===== src/rtl/uart_tx.sv =====
// uart_tx: serialises a W_IN-bit parallel word as W_IN/BITS_PER_WORD
// consecutive UART frames (start bit, data LSB first, stop bit), low frame first.
// Optional build macro UART_TX_PARITY_EN adds an even-parity bit after the data bits.
// Reset is asynchronous and active-low; tx is driven high while idle or in reset.
module uart_tx #(
    parameter int CLOCKS_PER_PULSE = 4,
    parameter int BITS_PER_WORD    = 8,
    parameter int W_IN             = 24
) (
    input  logic            clk,
    input  logic            rstn,
    input  logic            s_valid,
    input  logic [W_IN-1:0] s_data,
    output logic            s_ready,
    output logic            tx
);

    localparam int NUM_WORDS = W_IN / BITS_PER_WORD;

    // Counter widths; a limit of 1 still needs a one-bit counter.
    localparam int CW = (CLOCKS_PER_PULSE > 1) ? $clog2(CLOCKS_PER_PULSE) : 1;
    localparam int BW = (BITS_PER_WORD > 1)    ? $clog2(BITS_PER_WORD)    : 1;
    localparam int WW = (NUM_WORDS > 1)        ? $clog2(NUM_WORDS)        : 1;

    localparam logic [CW-1:0] CLK_LAST  = CW'(CLOCKS_PER_PULSE - 1);
    localparam logic [BW-1:0] BIT_LAST  = BW'(BITS_PER_WORD - 1);
    localparam logic [WW-1:0] WORD_LAST = WW'(NUM_WORDS - 1);

`ifdef UART_TX_PARITY_EN
    typedef enum logic [2:0] {IDLE, START, DATA, END, PARITY} state_t;
`else
    typedef enum logic [2:0] {IDLE, START, DATA, END} state_t;
`endif

    state_t          state_q,    state_d;
    logic            tx_q,       tx_d;
    logic            s_ready_q,  s_ready_d;
    logic [CW-1:0]   c_clocks_q, c_clocks_d;
    logic [BW-1:0]   c_bits_q,   c_bits_d;
    logic [WW-1:0]   c_words_q,  c_words_d;
    logic [W_IN-1:0] shift_q,    shift_d;
`ifdef UART_TX_PARITY_EN
    logic            parity_q,   parity_d;
`endif

    logic bit_end;
    assign bit_end = (c_clocks_q == CLK_LAST);

    // Next-state logic: every output is computed one cycle ahead so tx and
    // s_ready come straight from flops.
    always_comb begin
        state_d    = state_q;
        tx_d       = tx_q;
        s_ready_d  = s_ready_q;
        c_clocks_d = c_clocks_q;
        c_bits_d   = c_bits_q;
        c_words_d  = c_words_q;
        shift_d    = shift_q;
`ifdef UART_TX_PARITY_EN
        parity_d   = parity_q;
`endif
        case (state_q)
            IDLE: begin
                tx_d = 1'b1;
                if (s_ready_q && s_valid) begin
                    shift_d   = s_data;
                    s_ready_d = 1'b0;
                    state_d   = START;
                    tx_d      = 1'b0;
                end else begin
                    s_ready_d = 1'b1;
                end
            end
            START: begin
                if (bit_end) begin
                    c_clocks_d = '0;
                    state_d    = DATA;
                    tx_d       = shift_q[0];
`ifdef UART_TX_PARITY_EN
                    parity_d   = 1'b0;
`endif
                end else begin
                    c_clocks_d = c_clocks_q + 1'b1;
                end
            end
            DATA: begin
                if (bit_end) begin
                    c_clocks_d = '0;
                    shift_d    = shift_q >> 1;
`ifdef UART_TX_PARITY_EN
                    parity_d   = parity_q ^ shift_q[0];
`endif
                    if (c_bits_q == BIT_LAST) begin
                        c_bits_d = '0;
`ifdef UART_TX_PARITY_EN
                        state_d  = PARITY;
                        tx_d     = parity_q ^ shift_q[0];
`else
                        state_d  = END;
                        tx_d     = 1'b1;
`endif
                    end else begin
                        c_bits_d = c_bits_q + 1'b1;
                        tx_d     = shift_d[0];
                    end
                end else begin
                    c_clocks_d = c_clocks_q + 1'b1;
                end
            end
`ifdef UART_TX_PARITY_EN
            PARITY: begin
                if (bit_end) begin
                    c_clocks_d = '0;
                    state_d    = END;
                    tx_d       = 1'b1;
                end else begin
                    c_clocks_d = c_clocks_q + 1'b1;
                end
            end
`endif
            END: begin
                if (bit_end) begin
                    c_clocks_d = '0;
                    if (c_words_q == WORD_LAST) begin
                        c_words_d = '0;
                        state_d   = IDLE;
                        tx_d      = 1'b1;
                        s_ready_d = 1'b1;
                    end else begin
                        c_words_d = c_words_q + 1'b1;
                        state_d   = START;
                        tx_d      = 1'b0;
                    end
                end else begin
                    c_clocks_d = c_clocks_q + 1'b1;
                end
            end
            default: begin
                state_d = IDLE;
                tx_d    = 1'b1;
            end
        endcase
    end

    // State and output registers; reset abandons any word in flight.
    always_ff @(posedge clk or negedge rstn) begin
        if (!rstn) begin
            state_q    <= IDLE;
            tx_q       <= 1'b1;
            s_ready_q  <= 1'b0;
            c_clocks_q <= '0;
            c_bits_q   <= '0;
            c_words_q  <= '0;
            shift_q    <= '0;
`ifdef UART_TX_PARITY_EN
            parity_q   <= 1'b0;
`endif
        end else begin
            state_q    <= state_d;
            tx_q       <= tx_d;
            s_ready_q  <= s_ready_d;
            c_clocks_q <= c_clocks_d;
            c_bits_q   <= c_bits_d;
            c_words_q  <= c_words_d;
            shift_q    <= shift_d;
`ifdef UART_TX_PARITY_EN
            parity_q   <= parity_d;
`endif
        end
    end

    assign s_ready = s_ready_q;
    assign tx      = tx_q;

endmodule

===== config.mk =====
export PLATFORM = sky130hd
export DESIGN_NAME = uart_tx
export DESIGN_NICKNAME = d
export VERILOG_FILES = /design/src/rtl/uart_tx.sv
export SDC_FILE = /design/constraint.sdc
export NUM_CORES = 1
export LEC_CHECK = 0
export CORE_MARGIN = 1
export CORE_UTILIZATION = 58
export CTS_CLUSTER_DIAMETER = 100
export CTS_CLUSTER_SIZE = 24
export DETAILED_ROUTE_END_ITERATION = 16
export GPL_ROUTABILITY_DRIVEN = 0
export PLACE_DENSITY = 0.93
export SLEW_MARGIN = 25
export SYNTH_ARGS = -nofsm -noshare
export SYNTH_HDL_FRONTEND = slang
export SYNTH_SLANG_ARGS = --single-unit

===== constraint.sdc =====
create_clock -name clk -period 4.1 [get_ports clk]
set_input_delay 0.82 -clock clk [delete_from_list [all_inputs] [get_ports clk]]
set_output_delay 0.82 -clock clk [all_outputs]
set_load 0.01 [all_outputs]

* Word-level counts from Yosys, hierarchy flattened
Cells that the tools add are included.
** Cells by class
- Reduce and logical (&&, ||, !) cells :: 11
- Equality and inequality tests :: 12
- Add/sub/neg operators :: 3
- Multiplexer cells :: 23
** Operator list (count)
- 2-to-1 mux 24 bit :: 2
- one-hot mux 24 bit (2 select lines) :: 1
- 2-to-1 mux 3 bit :: 6
- != test 2 bit, second input constant :: 6
- one-hot mux 3 bit (4 select lines) :: 1
- 2-to-1 mux 1 bit :: 9
- AND reduction 3 bit :: 3
- == test 3 x 2 -> 1 bit, second input constant :: 2
- AND reduction 5 bit :: 1
- adder 2 x 1 -> 2 bit, second input constant :: 2
- == test 2 bit, second input constant :: 2
- 2-to-1 mux 2 bit :: 2
- one-hot mux 1 bit (4 select lines) :: 1
- AND reduction 2 bit :: 2
- nonzero test 2 bit :: 2
- adder 3 x 1 -> 3 bit, second input constant :: 1
- == test 3 x 1 -> 1 bit, second input constant :: 1
- == test 3 bit, second input constant :: 1
- logical NOT 3 bit :: 1
- OR reduction 3 bit :: 1
- one-hot mux 1 bit (2 select lines) :: 1
- logical AND 1 bit :: 1
** Word-level totals
- Logic and storage cells :: 56
- Output and inout port bits :: 2
- Register bits after elaboration :: 36
- Input bits :: 27

* Logic depth before layout (Yosys ltp)
Gate-level depths: netlist of the first run.
- Word-level depth :: 4
- Depth in mapped cells :: 7
- Depth with buffers taken out :: 5

* Worst setup path after synthesis of the first run
Ideal clock, no wire load.
- Kind :: input to register
- Start :: input port s_valid
- End :: register shift_q[10]
- Cell stages on the path :: 5
- Buffers on the path :: 2
- Arrival time :: 1.693 ns
- Path slack :: 2.282 ns
- Required time :: 3.975 ns
- Cells stage by stage :: a21bo_4 nor2b_4 buf_6 buf_12 mux2_4
** Between the ends
- Longest elaborated chain between the ends :: 3
** RTL lines
- from (decl) :: line 12 : input logic s_valid,
- logical AND 1 bit :: line 65 : if (s_ready_q && s_valid) begin
- != test 2 bit (no source line)
- AND reduction 3 bit (no source line)
- to (signal assigned) :: line 165 : shift_q <= shift_d;
- to (decl) :: line 41 : logic [W_IN-1:0] shift_q, shift_d;
Every way passes these cells.
A chain may end at the register's enable or synchronous reset.

* Final worst setup path of the first run
- Start :: input port s_valid
- End :: register shift_q[1]
The elaborated chain is that of the path after synthesis.

==> key figures, run 1 <==
Drt
  – Drt initial violations: ~60
  – DRC Markers: 0
  – Routed Antenna Nets: 0
  – Routed vias: 1163
  – Drt wl/cell: between 15 and 20 um
  – WL final: 3320 um
  – First-pass DRT Iterations: 4
  – Vias per cell: 5.49

Critical path
  – CP arrival: 2610 ps
  – Startpoint types: input pin
  – FF-to-FF End: shift_q[1]
  – Max stage delay cell, worst path: nor2b_4
  – Req. time, crit path: around 4300 ps
  – CP max FO: 24
  – WS Path Type: in -> reg
  – CP Cell Sequence: clkdlybuf4s50_1, a21bo_4, nor2b_4, mux2_2
  – Slowest stage delay, CP: ~700 ps
  – R2R cell count: 5
  – Worst reg2reg startpoint: state_q[1]
  – Flop-to-flop setup slack: 1820 ps
  – Endpoint type of the worst setup path: flop

Yosys
  – Cell taking the most area after synthesis: dfrtp_1
  – Netlist cell types: 27
  – Syn_area_per_cell: around 14 um2
  – Synth Cell Area: approximately 1900 um2
  – Synth area leaders: dfrtp_1 44%, mux2_2 19%, mux2_4 15%
  – Post-Synthesis Cells: 137
  – Seq/Total Area, Yosys: 0.455
  – Yosys reg bits: 35
  – Post-synth top area share: 0.442
  – Syn nets: roughly 170
  – Syn. warnings: 0

Placement
  – IO Port Bufs: 28
  – Area after DPL: between 2000 and 2500 um2
  – Post-DP HPWL: about 2200 um

STA
  – RSZ-0062 raised after global routing: false
  – Tmin final: 2390 ps
  – Final max-slew violation count: 0
  – Slew HR: 0.432
  – Max Fclk: between 400 and 500 MHz
  – Setup TNS: 0 ps
  – Clock Skew: 8.37 ps
  – Final Hold Viols: 0
  – Final cycle utilization of the critical path: 0.583
  – Final Setup Violations: 0
  – Slew of the pin with the lowest slew margin: ~850 ps

Die
  – Initial Util: 0.621
  – Core ar.: ~3100 um2
  – I/O pin count: 29
  – Rows: 20
  – DIE AREA: around 3600 um2
  – Die height: approximately 60 um
  – Die Span X: 59.6 um

Global routing
  – Global-route wire length before repair: roughly 5600 um
  – Pin count of the biggest net entering global routing: 36
  – Initial antenna violation count: 0
  – Number of global-route vias before repair: around 1200
  – GRT Util Overall: 0.216
  – GR Overflow Total: 0

Clock network
  – CTS max path bufs: 2
  – Clock tree sinks: 35
  – H-Tree Depth: 2
  – Clk Latency, worst-skew pair: between 300 and 400 ps
  – Clk root buf: clkbuf_4
  – CTS tree: built
  – Post-CTS resize count: 0
  – Clk pin slew, worst setup/hold paths: approximately 90 ps
  – Setup repair bufs after CTS: 0
  – CTS Buf Count: 5
  – # hold bufs at CTS: 0

Run
  – # Max-Cap Violations: 0

Run status
  – Run status: complete, no violations

Worst hold path
  – Hold depth: 1
  – HP Class: reg -> reg
  – Worst Hold End: shift_q[7]
  – Min-Delay Startpoint: shift_q[7]

Finish
  – Area Overhead vs Synth: 18.1%
  – # nets final: ~200
  – Post-route design area: 2270 um2
  – Ant. Diodes: 0
  – Share of layout cells above drive strength 1: 0.381

Power
  – Pwr per Cell Area: approximately 270 nW/um2
  – VDD IR-drop max: between 0.15 and 0.2 mV
  – P_leak: about 1.0 nW
[power by group]
part	leakage, nW	internal, mW	switching (mW)
Combinational	0.578	0.0358	0.0151
Sequential	0.428	0.353	0.00404
Clock	0.0386	0.101	0.108
Total	1.04	0.490	0.127
[flip-flops by register name (all words and copies together) (netlist names)]
| name | cells |
|---|---|
| c_bits_q | 3 |
| c_clocks_q | 2 |
| c_words_q | 2 |
| s_ready | 1 |
| shift_q | 24 |
| state_q | 2 |
| tx | 1 |
[worst max path at each step]
stage,startpoint,endpoint,cells after the start
6_report,s_valid,shift_q[1],4
4_1_cts,s_valid,shift_q[4],4
2_1_floorplan,s_valid,shift_q[10],5
3_3_place_gp,s_valid,shift_q[1],4
5_1_grt,s_valid,shift_q[4],4
3_5_place_dp,s_valid,shift_q[4],4
[cells by family after synthesis]
family,count (synthesis),synth area share
flip-flops,35,0.455
adder cells (fa/ha/maj),8,0.0520
AO/OA/AOI/OAI,13,0.0487
multiplexers,53,0.345
buffers and inverters,11,0.0448
AND/OR/NAND/NOR,17,0.0539
[layout make-up]
type / count / area [um2]
multi-input combinational: 91 / 963
sequential: 35 / 877
fill: 217 / 828
timing repair buffer: 30 / 295
clock buffer: 8 / 68.8
tap: 44 / 55.1
inverter: 4 / 15.0
[metal layers]
layer | vias up | track usage | wire length, um
met3 | 6 | 0.0590 | 146
li1 | 548 | - | -
met5 | - | 0 | 0
met4 | 0 | 0.0698 | 44
met2 | 24 | 0.365 | 1690
met1 | 585 | 0.268 | 1440
[synthesized netlist by cell type]
master    instances
ha_1              8
a21o_1            2
dfstp_2           1
a31oi_1           1
buf_2             4
a21bo_4           1
nor3_1            3
nor2_1            1
mux2_4           19
and3b_1           1
mux2_2           32
mux2i_1           2
o21ai_0           6
a211oi_1          1
buf_6             1
a41o_1            1
nand3_1           1
dfrtp_1          34
nand2_1           4
inv_1             4
nand2b_1          3
o221ai_1          1
buf_12            2
nor3_2            1
nor2b_4           1
nand3b_1          1
nand4_1           1
[critical path, delay by kind of cell]
kind,cells,cell delay (ps)
muxes,1,420
buffers and inverters,1,500
AOI/OAI and AO/OA,1,150
and+or+nand+nor,1,700
[metrics by stage]
stage / power, mW / std cells / hold slack [ps] / worst slack, ps / util
final: 0.617 / 212 / 512 / 1710 / 0.733
after global routing: 0.643 / 212 / 535 / 1670 / 0.733
after CTS: 0.624 / 212 / 517 / 1730 / 0.733
after detailed placement: 0.415 / 204 / 493 / 1390 / 0.711
after global placement: 0.413 / 204 / 485 / 1420 / 0.711
after floorplan: 0.378 / 137 / 475 / 2280 / -
[placed cells by master (no fill, tap or decap)]
cell	count
a31oi_1	1
o21ai_0	6
nor3_1	3
clkbuf_8	2
mux2_2	32
dfstp_2	1
nor2b_4	1
clkdlybuf4s50_1	28
mux2i_1	2
ha_1	8
inv_1	4
a211oi_1	1
a21bo_4	1
nand3_1	1
o221ai_1	1
nor3_2	1
clkbuf_1	1
dfrtp_1	34
mux2_4	19
clkbuf_4	5
a41o_1	1
a21o_1	2
nand2_1	4
and3b_1	1
nand3b_1	1
nand4_1	1
buf_4	2
nor2_1	1
nand2b_1	3
No activity file was read; power rests on OpenSTA's default activity.
==> run 2: changes to the inputs <==
--- a/config.mk
+++ b/config.mk
@@ -6,12 +6,12 @@
 export NUM_CORES = 1
 export LEC_CHECK = 0
 export CORE_MARGIN = 1
-export CORE_UTILIZATION = 58
+export CORE_UTILIZATION = 53
 export CTS_CLUSTER_DIAMETER = 100
 export CTS_CLUSTER_SIZE = 24
 export DETAILED_ROUTE_END_ITERATION = 16
 export GPL_ROUTABILITY_DRIVEN = 0
-export PLACE_DENSITY = 0.93
+export PLACE_DENSITY = 0.86
 export SLEW_MARGIN = 25
 export SYNTH_ARGS = -nofsm -noshare
 export SYNTH_HDL_FRONTEND = slang
==> constraint.sdc (replaced) <==
create_clock -name clk -period 2.5 [get_ports clk]
set_input_delay 0.5 -clock clk [delete_from_list [all_inputs] [get_ports clk]]
set_output_delay 0.5 -clock clk [all_outputs]
set_load 0.01 [all_outputs]
==> key figures, run 2 (same netlist as run 1, synthesis figures left out) <==
Power
  – Clock Power Share: 0.316 (-0.023)
  – Cell-internal power: 0.768 mW (+57%)
  – Switch Pwr: 0.210 mW (+65%)
  – Net Sw Frac: 0.215 (+0.00860)
  – P_leak: 1.06 nW (+1.0%)
  – Combinational share of power: 0.084 (about the same)
  – VDD IR-drop max: 0.281 mV (+65%)
  – Seq pwr share: 0.600 (+0.021)
  – Pwr per Cell Area: 427 nW/um2 (+58%)

STA
  – Final max-slew violation count: 0 (unchanged)
  – Max Fclk: ~520 MHz
  – Setup TNS: 0 ps (unchanged)
  – Slew of the pin with the lowest slew margin: 426 ps (-425 ps)
  – Final Setup Violations: 0 (unchanged)
  – Final cycle utilization of the critical path: 0.775
  – Tmin final: between 1500 and 2000 ps
  – Slew HR: 0.716 (+0.284)
  – RSZ-0062 raised after global routing: false
  – Clock Skew: 3.62 ps (-4.75 ps)
  – Final Hold Viols: 0 (unchanged)

Drt
  – Drt wl/cell: 15.1 um (-3.7%)
  – Drt initial violations: 33 (-44%)
  – Vias per cell: 5.33 (-2.8%)
  – Routed Antenna Nets: 0 (unchanged)
  – DRC Markers: 0 (unchanged)
  – First-pass DRT Iterations: 4 (unchanged)
  – WL final: 3250 um (-1.9%)
  – Routed vias: 1152 (-0.95%)

Die
  – Core ar.: 3420 um2 (+10%)
  – Die Span X: 62.3 um (+4.5%)
  – Initial Util: 0.564 (-0.0569)
  – DIE AREA: 3880 um2 (+9.1%)
  – Rows: 21 (+5.0%)
  – I/O pin count: 29 (unchanged)
  – Die height: 62.3 um (+4.5%)

Global routing
  – Pin count of the biggest net entering global routing: 36 (unchanged)
  – Number of global-route vias before repair: 1237 (+0.57%)
  – GR Overflow Total: 0 (unchanged)
  – GRT Util Overall: 0.187 (-0.0298)
  – Global-route wire length before repair: 5620 um (+0.74%)
  – Initial antenna violation count: 0 (unchanged)

Critical path
  – Most used cell, CP: inv_1
  – CP arrival: 2160 ps (-450 ps)
  – Startpoint types: flop
  – Req. time, crit path: 2720 ps (-1600 ps)
  – WS Path Type: reg -> reg
  – Endpoint type of the worst setup path: flop
  – CP max FO: 10 (-58%)
  – WP depth: 6 (+2)
  – R2R cell count: 6 (+1)
  – CP Cell Sequence: inv_1, ha_1, buf_4, inv_1, o221ai_1, mux2_2
  – Max stage delay cell, worst path: dfrtp_1
  – Critical path buffers and inverters: 3 (+2)
  – Flop-to-flop setup slack: 560 ps (-1260 ps)
  – Slowest stage delay, CP: 420 ps (-280 ps)
  – Cell family with most CP delay: buffers and inverters

Worst hold path
  – HP Class: reg -> reg
  – Hold depth: 1 (unchanged)

Finish
  – Largest register by flop count: shift_q
  – Cell Count, Final, Fillers Out: 216 (+1.9%)
  – Post-Route Utilization: 0.670 (-0.0635)
  – Share of layout cells above drive strength 1: 0.394 (+0.0132)
  – Area Overhead vs Synth: 18.7%
  – Biggest regs: shift_q x24, c_bits_q x3
  – # nets final: 205 (+1.5%)
  – Most frequent cells in the layout: 34 x dfrtp_1, 32 x mux2_2, 28 x clkdlybuf4s50_1, 19 x mux2_4, 8 x ha_1
  – Most common cell after layout, fill and taps aside: dfrtp_1
  – Ant. Diodes: 0 (unchanged)
  – Number of flip-flops in the largest register: 24 (unchanged)

Clock network
  – Clk pin slew, worst setup/hold paths: 100 ps (about the same)
  – Setup repair bufs after CTS: 0 (unchanged)
  – # hold bufs at CTS: 0 (unchanged)
  – Post-CTS resize count: 0 (unchanged)
  – CTS Buf Count: 5 (unchanged)
  – H-Tree Depth: 2 (unchanged)
  – CTS tree: built
  – CTS max path bufs: 2 (unchanged)
  – Clk root buf: clkbuf_4
  – Clock tree sinks: 35 (unchanged)
  – Clk Latency, worst-skew pair: 330 ps (about the same)

Run
  – # Max-Cap Violations: 0 (unchanged)

Placement
  – Post-DP HPWL: 2350 um (+5.1%)
  – Placed Cells incl. Taps: 209 (+2.5%)
  – IO Port Bufs: 28 (unchanged)

Run status
  – Run status: complete, no violations
==> run 2: final timing paths <==
path,from,to
worst max register to register,state_q[0],state_q[1]
worst min register to register,shift_q[3],shift_q[3]
min in group asynchronous,rstn,c_words_q[0]
worst max-delay path,state_q[0],state_q[1]
max in group asynchronous,rstn,tx
worst min-delay path,shift_q[3],shift_q[3]
==> run 2: area by class of cell <==
cell class                      count  area, um2
Fill cell                         263       1130
Sequential cell                    35        877
Inverter                            4       15.0
Tap cell                           46       57.6
Timing Repair Buffer               33        318
Clock inverter                      1       5.00
Multi-Input combinational cell     91        963
Clock buffer                        6       51.3
==> run 2: routing by layer <==
layer	wire length (um)	GRT usage	part of all wire
met5	0	0	0
met4	51	0.0785	0.016
met3	76	0.0331	0.023
met2	1670	0.324	0.51
met1	1450	0.227	0.45
==> run 2: through the flow <==
stage	hold WS (ps)	power, mW	worst slack [ps]	instance area, um2
3_5_place_dp	492	0.681	454	2230
3_3_place_gp	486	0.677	498	2230
2_1_floorplan	204	0.620	693	1930
6_report	512	0.977	561	2290
4_1_cts	514	0.988	549	2290
5_1_grt	524	1.02	460	2290
==> run 2: power by group through the flow <==
| stage | logic, mW | registers, mW | clock network (mW) |
|---|---|---|---|
| after floorplan | 0.0254 | 0.595 | 0 |
| after detailed placement | 0.0840 | 0.597 | 0 |
| after global placement | 0.0812 | 0.596 | 0 |
| final | 0.0825 | 0.586 | 0.309 |
| after global routing | 0.0902 | 0.587 | 0.342 |
| after CTS | 0.0846 | 0.586 | 0.318 |
